### config.mk
export PLATFORM = sky130hd
export DESIGN_NAME = period_meter
export DESIGN_NICKNAME = d
export VERILOG_FILES = /design/src/rtl/period_meter_pkg.sv /design/src/rtl/pm_edge_detect.sv /design/src/rtl/period_meter.sv
export SDC_FILE = /design/constraint.sdc
export NUM_CORES = 1
export LEC_CHECK = 0
export ABC_AREA = 1
export BUFFER_PORTS_ARGS = -buffer_cell sky130_fd_sc_hd__buf_2
export CAP_MARGIN = 25
export CORE_MARGIN = 3
export CORE_UTILIZATION = 48
export CTS_BUF_LIST = sky130_fd_sc_hd__clkbuf_2
export CTS_CLUSTER_SIZE = 25
export DETAILED_ROUTE_END_ITERATION = 8
export PLACE_DENSITY = 0.75
export SLEW_MARGIN = 5
export SYNTH_ARGS = -nofsm -noshare
export SYNTH_HDL_FRONTEND = slang
export SYNTH_SLANG_ARGS = --single-unit
### constraint.sdc
create_clock -name clk -period 5.01 [get_ports clk]
set_clock_uncertainty 0.15 [all_clocks]
set_input_delay 0 -clock clk [delete_from_list [all_inputs] [get_ports clk]]
set_output_delay 0 -clock clk [all_outputs]
set_load 0.05 [all_outputs]
### src/rtl/period_meter_pkg.sv
// Shared definitions for the period meter: FSM state encoding and default count width.
// Latency: n/a (types and constants only).
// Backpressure: n/a.
//
// Contents:
//   CNT_W_DEF   - default width of the period counter and reported result
//   pm_state_t  - measurement FSM states IDLE / ARM / MEASURE
package period_meter_pkg;

   localparam int CNT_W_DEF = 16;

   typedef enum logic [1:0] {
      IDLE    = 2'd0,
      ARM     = 2'd1,
      MEASURE = 2'd2
   } pm_state_t;

endpackage

### src/rtl/pm_edge_detect.sv
// Rising-edge detector for the measured signal, with an optional input synchronizer.
// Latency: 1 clk from sig to o_rise (SYNC_STAGES+1 clk with PERIOD_METER_SYNC_EN defined).
// Backpressure: none; o_rise is a single-cycle pulse.
//
// Ports:
//   clk     - rising-edge clock
//   rst     - asynchronous active-high reset
//   i_sig   - measured square wave
//   o_rise  - registered one-cycle pulse for each rising edge of the (synchronized) input
// Build option: PERIOD_METER_SYNC_EN inserts SYNC_STAGES flops ahead of the edge register.
module pm_edge_detect #(
   parameter int SYNC_STAGES = 2
) (
   input  logic clk,
   input  logic rst,
   input  logic i_sig,
   output logic o_rise
);

   logic w_s;
   logic r_prev;
   logic r_rise;

`ifdef PERIOD_METER_SYNC_EN
   // Depth below two gives no metastability protection, so clamp it.
   localparam int STAGES = (SYNC_STAGES < 2) ? 2 : SYNC_STAGES;

   logic [STAGES-1:0] r_sync;

   always_ff @(posedge clk or posedge rst) begin
      if (rst) begin
         r_sync <= '0;
      end else begin
         r_sync <= {r_sync[STAGES-2:0], i_sig};
      end
   end

   assign w_s = r_sync[STAGES-1];
`else
   // Input is assumed clk-synchronous; it feeds the edge register directly.
   assign w_s = i_sig;
`endif

   always_ff @(posedge clk or posedge rst) begin
      if (rst) begin
         r_prev <= 1'b0;
         r_rise <= 1'b0;
      end else begin
         r_prev <= w_s;
         r_rise <= w_s & ~r_prev;
      end
   end

   assign o_rise = r_rise;

endmodule

### src/rtl/period_meter.sv
// Measures clk cycles between consecutive rising edges of sig_in and reports each period.
// Latency: result registered 1 clk after the edge is detected (or after the counter saturates).
// Backpressure: single hold register; a result completing while the held one is stalled is
//               dropped and flagged on the next loaded result via res_ovr.
//
// Ports:
//   clk, rst    - rising-edge clock, asynchronous active-high reset
//   sig_in      - measured square wave
//   enable      - measurement enable; low returns the FSM to IDLE (held result is kept)
//   res_valid   - result held and available
//   res_ready   - consumer accepts the held result
//   res_period  - clk cycles between consecutive rising edges (all-ones when saturated)
//   res_sat     - no edge seen within 2^CNT_W-1 cycles
//   res_ovr     - at least one result was dropped before this one
// Build option: PERIOD_METER_SYNC_EN adds a SYNC_STAGES-deep input synchronizer.
module period_meter
   import period_meter_pkg::*;
#(
   parameter int CNT_W       = CNT_W_DEF,
   parameter int SYNC_STAGES = 2
) (
   input  logic             clk,
   input  logic             rst,
   input  logic             sig_in,
   input  logic             enable,
   output logic             res_valid,
   input  logic             res_ready,
   output logic [CNT_W-1:0] res_period,
   output logic             res_sat,
   output logic             res_ovr
);

   localparam logic [CNT_W-1:0] C_MAX = '1;
   localparam logic [CNT_W-1:0] C_ONE = CNT_W'(1);

   logic             w_rise;
   logic             w_fire;
   logic             w_sat;
   logic [CNT_W-1:0] w_period;

   pm_state_t        r_state;
   logic [CNT_W-1:0] r_cnt;
   logic             r_ovr_flag;
   logic             r_valid;
   logic [CNT_W-1:0] r_period;
   logic             r_sat;
   logic             r_ovr;

   pm_edge_detect #(
      .SYNC_STAGES (SYNC_STAGES)
   ) u_edge (
      .clk    (clk),
      .rst    (rst),
      .i_sig  (sig_in),
      .o_rise (w_rise)
   );

   // A result completes on an edge while measuring, or when the count has
   // reached all-ones with no edge. An edge landing exactly on the all-ones
   // count is a genuine period and wins over saturation.
   always_comb begin
      w_fire   = 1'b0;
      w_sat    = 1'b0;
      w_period = r_cnt;
      if (enable && (r_state == MEASURE)) begin
         if (w_rise) begin
            w_fire = 1'b1;
         end else if (r_cnt == C_MAX) begin
            w_fire = 1'b1;
            w_sat  = 1'b1;
         end
      end
   end

   always_ff @(posedge clk or posedge rst) begin
      if (rst) begin
         r_state <= IDLE;
         r_cnt   <= '0;
      end else if (!enable) begin
         r_state <= IDLE;
         r_cnt   <= '0;
      end else begin
         case (r_state)
            IDLE: begin
               r_state <= ARM;
               r_cnt   <= '0;
            end
            ARM: begin
               // First edge only opens the measurement window.
               if (w_rise) begin
                  r_state <= MEASURE;
                  r_cnt   <= C_ONE;
               end
            end
            MEASURE: begin
               if (w_rise) begin
                  r_cnt <= C_ONE;
               end else if (r_cnt == C_MAX) begin
                  r_state <= ARM;
                  r_cnt   <= '0;
               end else begin
                  r_cnt <= r_cnt + C_ONE;
               end
            end
            default: begin
               r_state <= IDLE;
               r_cnt   <= '0;
            end
         endcase
      end
   end

   // Hold register: loads when empty or being drained this cycle, otherwise
   // the new result is lost and remembered in the sticky overrun flag.
   always_ff @(posedge clk or posedge rst) begin
      if (rst) begin
         r_valid    <= 1'b0;
         r_period   <= '0;
         r_sat      <= 1'b0;
         r_ovr      <= 1'b0;
         r_ovr_flag <= 1'b0;
      end else if (w_fire && (!r_valid || res_ready)) begin
         r_valid    <= 1'b1;
         r_period   <= w_period;
         r_sat      <= w_sat;
         r_ovr      <= r_ovr_flag;
         r_ovr_flag <= 1'b0;
      end else begin
         if (w_fire) begin
            r_ovr_flag <= 1'b1;
         end
         if (r_valid && res_ready) begin
            r_valid <= 1'b0;
         end
      end
   end

   assign res_valid  = r_valid;
   assign res_period = r_period;
   assign res_sat    = r_sat;
   assign res_ovr    = r_ovr;

endmodule

==> results of run 1 <==
[cell families after synthesis]
family,count (synthesis)
AOI/OAI and AO/OA,6
xor gates and xnor gates,7
adders and majority gates,3
buffers and inverters,34
DFF,40
muxes,1
and+or+nand+nor,155
[final cells by class]
class,count,area [µm²]
Timing Repair Buffer,27,153
Clock buffer,5,25.0
Multi-Input combinational cell,172,858
Fill cell,362,1650
Clock inverter,3,13.8
Sequential cell,40,1000
Tap cell,48,60.1
Inverter,26,97.6
[worst min path at each step]
| stage | startpoint | end | slack, ps | depth (start not counted) |
|---|---|---|---|---|
| final | rst | res_period[9] | 80 | 4 |
| after global routing | sig_in | u_edge.r_prev | 80 | 2 |
| after global placement | sig_in | u_edge.r_prev | -30 | 1 |
| after detailed placement | sig_in | u_edge.r_prev | -20 | 1 |
| after floorplan | sig_in | u_edge.r_prev | -120 | 0 |
| after CTS | sig_in | u_edge.r_prev | 70 | 2 |
[power groups by stage]
| stage | clock (mW) | sequential, mW | combinational [mW] |
|---|---|---|---|
| finish | 0.134 | 0.330 | 0.0378 |
| global route | 0.154 | 0.331 | 0.0439 |
| CTS | 0.138 | 0.331 | 0.0385 |
| detailed placement | 0 | 0.336 | 0.0367 |
| global placement | 0 | 0.336 | 0.0359 |
| floorplan | 0 | 0.337 | 0.0285 |
[synthesized netlist by cell type (all sizes together)]
| cell type | number | area share [%] |
|---|---|---|
| nor2 | 31 | 6.8 |
| a21boi | 1 | 0.37 |
| nand4 | 23 | 7.9 |
| nand2 | 87 | 17 |
| inv | 26 | 4.9 |
| mux2i | 1 | 0.50 |
| buf | 5 | 1.9 |
| o21bai | 1 | 0.37 |
| dfrtp | 40 | 50 |
| xor2 | 7 | 3.1 |
| clkbuf | 3 | 0.56 |
| nand3 | 12 | 3.6 |
| ha | 3 | 1.9 |
| a21oi | 1 | 0.25 |
| o21ai | 3 | 0.75 |
| nor3 | 2 | 0.50 |
[worst max-delay path, stage by stage (launching register included)]
cell	delay (ps)
dfrtp_1	450
ha_1	220
nand2_1	80
inv_1	50
nand2_1	250
nand2_1	150
nor2_1	280
nand2_1	110
xor2_1	150
nor2_1	50
[layer usage]
layer	up-vias	global-route usage [%]	share of wire [%]
met5	-	0	0
li1	835	-	-
met4	0	7.52	1.9
met1	718	22.8	50
met2	42	24.4	43
met3	6	3.84	5.4
[metrics by stage]
step                cell area, µm²  util, %
floorplan                     2010        -
global placement              2140     55.5
detailed placement            2140     55.5
CTS                           2210     57.3
global route                  2210     57.3
finish                        2210     57.3
==> impl_metrics.yaml, run 1 <==
run_status:
  outcome: "completed"
yosys:
  synth-simple-area-share_pct: 35.6
  synth_xor_area_share_pct: 3.06
  ys_ff_latch: 40
  ys_seq_area_share_pct: 49.9
  synth_top_family_by_area: "simple AND/OR/NAND/NOR gates"
  synth_compound_area_share_pct: 1.75
  ys_types: 25
  syn-num-nets: 254
  syn_inst: 246
  synth-adder-area-share_pct: 1.87
  ys_warn_count: 0
  synth.cell_area_um2: 2010
  synthMuxAreaShare_pct: 0.499
  syn_avg_cell_area_um2: 8.15
worst_hold_path:
  hp-class: "in -> async"
power:
  internal_power_mw: 0.369
  p_clk_share_pct: 26.6
  power_density_nw_per_um2: 227
  p_sw_share_pct: 26.5
  netSwitchingPower_mw: 0.133
  peakVddDrop_uv: 104
  power.total_mw: 0.502
  combPwrFrac_pct: 7.5
  total_leakage_power_nw: 1.17
  p_seq_share_pct: 65.9
setup_path:
  crit_end: "r_cnt[9]"
  r2r_cells: 9
  r2r_end: "r_cnt[9]"
  critPathKind: "reg -> reg"
  start_kind: "flop"
  cp-end-kind: "flop"
  regToRegSetupSlack_ps: 2980
  cp-startpoint: "r_state[0]"
  cp_data_required_time_ps: 5160
  crit-reg2reg-launch: "r_state[0]"
  worstPathArrival_ps: 2180
  cp_max_fo: 11
sta:
  min_period_ps: 2030
  post-route-period-util_pct: 40.5
  slew_headroom_pct: 52.2
  worst_slew_pin_slew_ps: 715
  worst_slack_ps: 2980
  hold_violations: 0
  setup_viol_count_final: 0
  hold_ws_ps: 75.9
  max_freq_mhz: 493
  rsz0062_at_grt: "no"
  slew_violations: 0
  tns_ps: 0
placed_design:
  gp_congestion: 0.828
  dp.cells: 310
  placement.io_buffers: 23
  dp_hpwl_um: 2730
  dp_slack_ps: 3000
global_route:
  grt_max_degree: 41
  grtUsageTotal_pct: 16.4
  grt_pass1_wl_um: 6480
  antenna_found_initial: 0
  first_global_vias: 1425
  grt_overflow_total: 0
drt:
  first_pass_iters: 4
  wl_per_cell_um: 11.7
  dr.first_iter.drc_count: 114
  ant_nets: 0
  wl_um: 3750
  num_vias: 1601
  drc_errors: 0
  viasPerCell: 4.99
clocking:
  ctsHoldBuffers: 3
  cts_setup_buffers: 0
  cts_buffers: 5
  root_buffer: "clkbuf_2"
  insertion_delay_ps: 400
  clk_pin_slew_ps: 180
  h-tree-depth: 2
  cts_max_path_buffers: 2
  cts_resized: 0
  cts_sinks: 40
  cts_tree: "done"
floorplan:
  num_io_pins: 24
  dieWidth_um: 70.6
  dieArea_um2: 4990
  dieHeight_um: 70.6
  rows: 22
  start_util_pct: 52.0
  core_um2: 3850
final_layout:
  antenna_cells: 0
  final_common_cell: "nand2_1"
  area_delta_synth_final_pct: 10.1
  drive_gt1_share_pct: 15.0
  fin_cells: 321
  fin_nets: 280
  final_cell_mix: "85 x nand2_1, 40 x dfrtp_1, 27 x nor2_1"
job:
  max_cap_viol_count: 0
No activity file was read; power rests on OpenSTA's default activity.
==> run 2: changes to the inputs <==
Settings changed: PLACE_DENSITY 0.75 to 0.77.
Clock period 5.01 ns to 1.7 ns, I/O delays scaled along.
==> impl_metrics.yaml, run 2 (same netlist as run 1, synthesis figures left out) <==
setup_path:
  crit_end: "r_cnt[0]"
  cp_data_required_time_ps: 1860
  worstPathArrival_ps: 1870
  r2r_end: "r_cnt[0]"
  crit-reg2reg-launch: "r_cnt[1]"
  r2r_cells: 10
  cp_slowest_stage_delay_ps: 390
  cp_cell_sequence: "ha_2 > nand2_2 > nor2_4 > nand2_2 > nor2_4 > nand3_2 > nand2_1 > nand2_1 > nand2_1 > nand2_1"
  path_common_cell: "nand2_1"
  cp-startpoint: "r_cnt[1]"
  start_kind: "flop"
  critPathKind: "reg -> reg"
  regToRegSetupSlack_ps: -10
  cp_slowest_cell: "dfrtp_1"
  cp_max_fo: 3
  cp-end-kind: "flop"
sta:
  hold_violations: 0
  rsz0062_at_grt: "yes"
  worst_slew_pin_slew_ps: 546
  setup_viol_count_final: 1
  worst_slack_ps: -13.9
  tns_ps: -13.9
  slew_headroom_pct: 63.5
  post-route-period-util_pct: 101
  slew_violations: 0
  min_period_ps: 1710
  max_freq_mhz: 583
  hold_ws_ps: 75.6
placed_design:
  gp_congestion: 0.884
  dp.cells: 333
  placement.io_buffers: 23
  dp_hpwl_um: 3150
final_layout:
  fin_nets: 308
  antenna_cells: 0
  fin_cells: 349
  final_core_util_pct: 66.1
  final_cell_mix: "72 x nand2_1, 40 x dfrtp_1, 24 x buf_4"
  drive_gt1_share_pct: 31.2
  final_common_cell: "nand2_1"
  area_delta_synth_final_pct: 27.1
drt:
  viasPerCell: 5.31
  drc_errors: 0
  wl_um: 4830
  num_vias: 1854
  first_pass_iters: 4
  dr.first_iter.drc_count: 154
  wl_per_cell_um: 13.8
  ant_nets: 0
clocking:
  cts_buffers: 5
  clk_pin_slew_ps: 200
  cts_tree: "done"
  root_buffer: "clkbuf_2"
  cts_sinks: 40
  insertion_delay_ps: 400
  h-tree-depth: 2
  cts_max_path_buffers: 2
floorplan:
  start_util_pct: 52.0
  core_um2: 3850
  dieHeight_um: 70.6
  rows: 22
  dieArea_um2: 4990
  num_io_pins: 24
  dieWidth_um: 70.6
global_route:
  first_global_vias: 1701
  antenna_found_initial: 0
  grt_max_degree: 41
  grt_pass1_wl_um: 7430
  grt_overflow_total: 0
  grtUsageTotal_pct: 18.4
worst_hold_path:
  hp-class: "in -> async"
run_status:
  violations: "negative setup slack"
  outcome: "finished, violations left"
power:
  peakVddDrop_uv: 478
  total_leakage_power_nw: 1.32
  power.total_mw: 1.70
  power_density_nw_per_um2: 668
job:
  max_cap_viol_count: 0
## run 2: cell types whose count changed in the layout (fill, tap and decap cells not counted), moves of 2 or more
cell	delta
buf_4	+23
inv_1	-2
nand2_2	+12
nand3_2	+2
ha_2	+2
nor2_1	-6
ha_1	-2
buf_6	+3
nor2_2	+4
nor2_4	+2
nand2_1	-13
## run 2: per-stage QoR
stage                     worst slack (ps)  area [µm²]
after floorplan                       7.28        2010
after global placement               -51.3        2310
after detailed placement             -64.2        2310
after CTS                            -6.68        2430
after global routing                  -128        2550
final                                -13.9        2550
## run 2: critical path: cells and delay by family (launching register included)
kind	cells	cell delay [ps]
flops	1	390
fa+ha+maj	1	200
simple gates	9	890
## run 2: power breakdown
| group | leakage, nW | total, mW | switching, mW | internal (mW) |
|---|---|---|---|---|
| Clock | 0.0430 | 0.564 | 0.311 | 0.253 |
| Sequential | 0.554 | 0.970 | 0.00642 | 0.963 |
| Combinational | 0.723 | 0.169 | 0.107 | 0.0613 |
## run 2: what timing repair did
action,in CTS,in global routing
buffers inserted,1,2
pin swaps,3,8
resized for setup,6,29
setup endpoints to repair,8,36
hold buffers,3,0
hold endpoints to repair,50,0
cloned,0,2
## run 2: worst min-delay path by stage
stage                          from  slack [ps]        endpoint  cells past startpoint
after floorplan              sig_in        -120   u_edge.r_prev                      0
after global placement       sig_in         -30   u_edge.r_prev                      1
after detailed placement     sig_in         -20   u_edge.r_prev                      1
after CTS                 res_ready          40  res_period[14]                      5
after global routing         sig_in         100   u_edge.r_prev                      2
final                           rst          80  res_period[10]                      4
## run 2: metal layers
metal	up-vias	routed length [µm]	GRT usage, %
met3	8	323	4.55
met1	893	2080	24.2
met5	-	0	0
met4	0	71	5.64
li1	890	-	-
met2	63	2360	30.2
## run 2: cell type report
class / count / area (µm²)
fillers: 307 / 1310
flip-flops and latches: 40 / 1000
clock buffers: 6 / 30.0
well taps: 48 / 60.1
clock inverters: 2 / 35.0
inverters: 26 / 105
multi-input cells: 174 / 958
repair buffers: 53 / 359
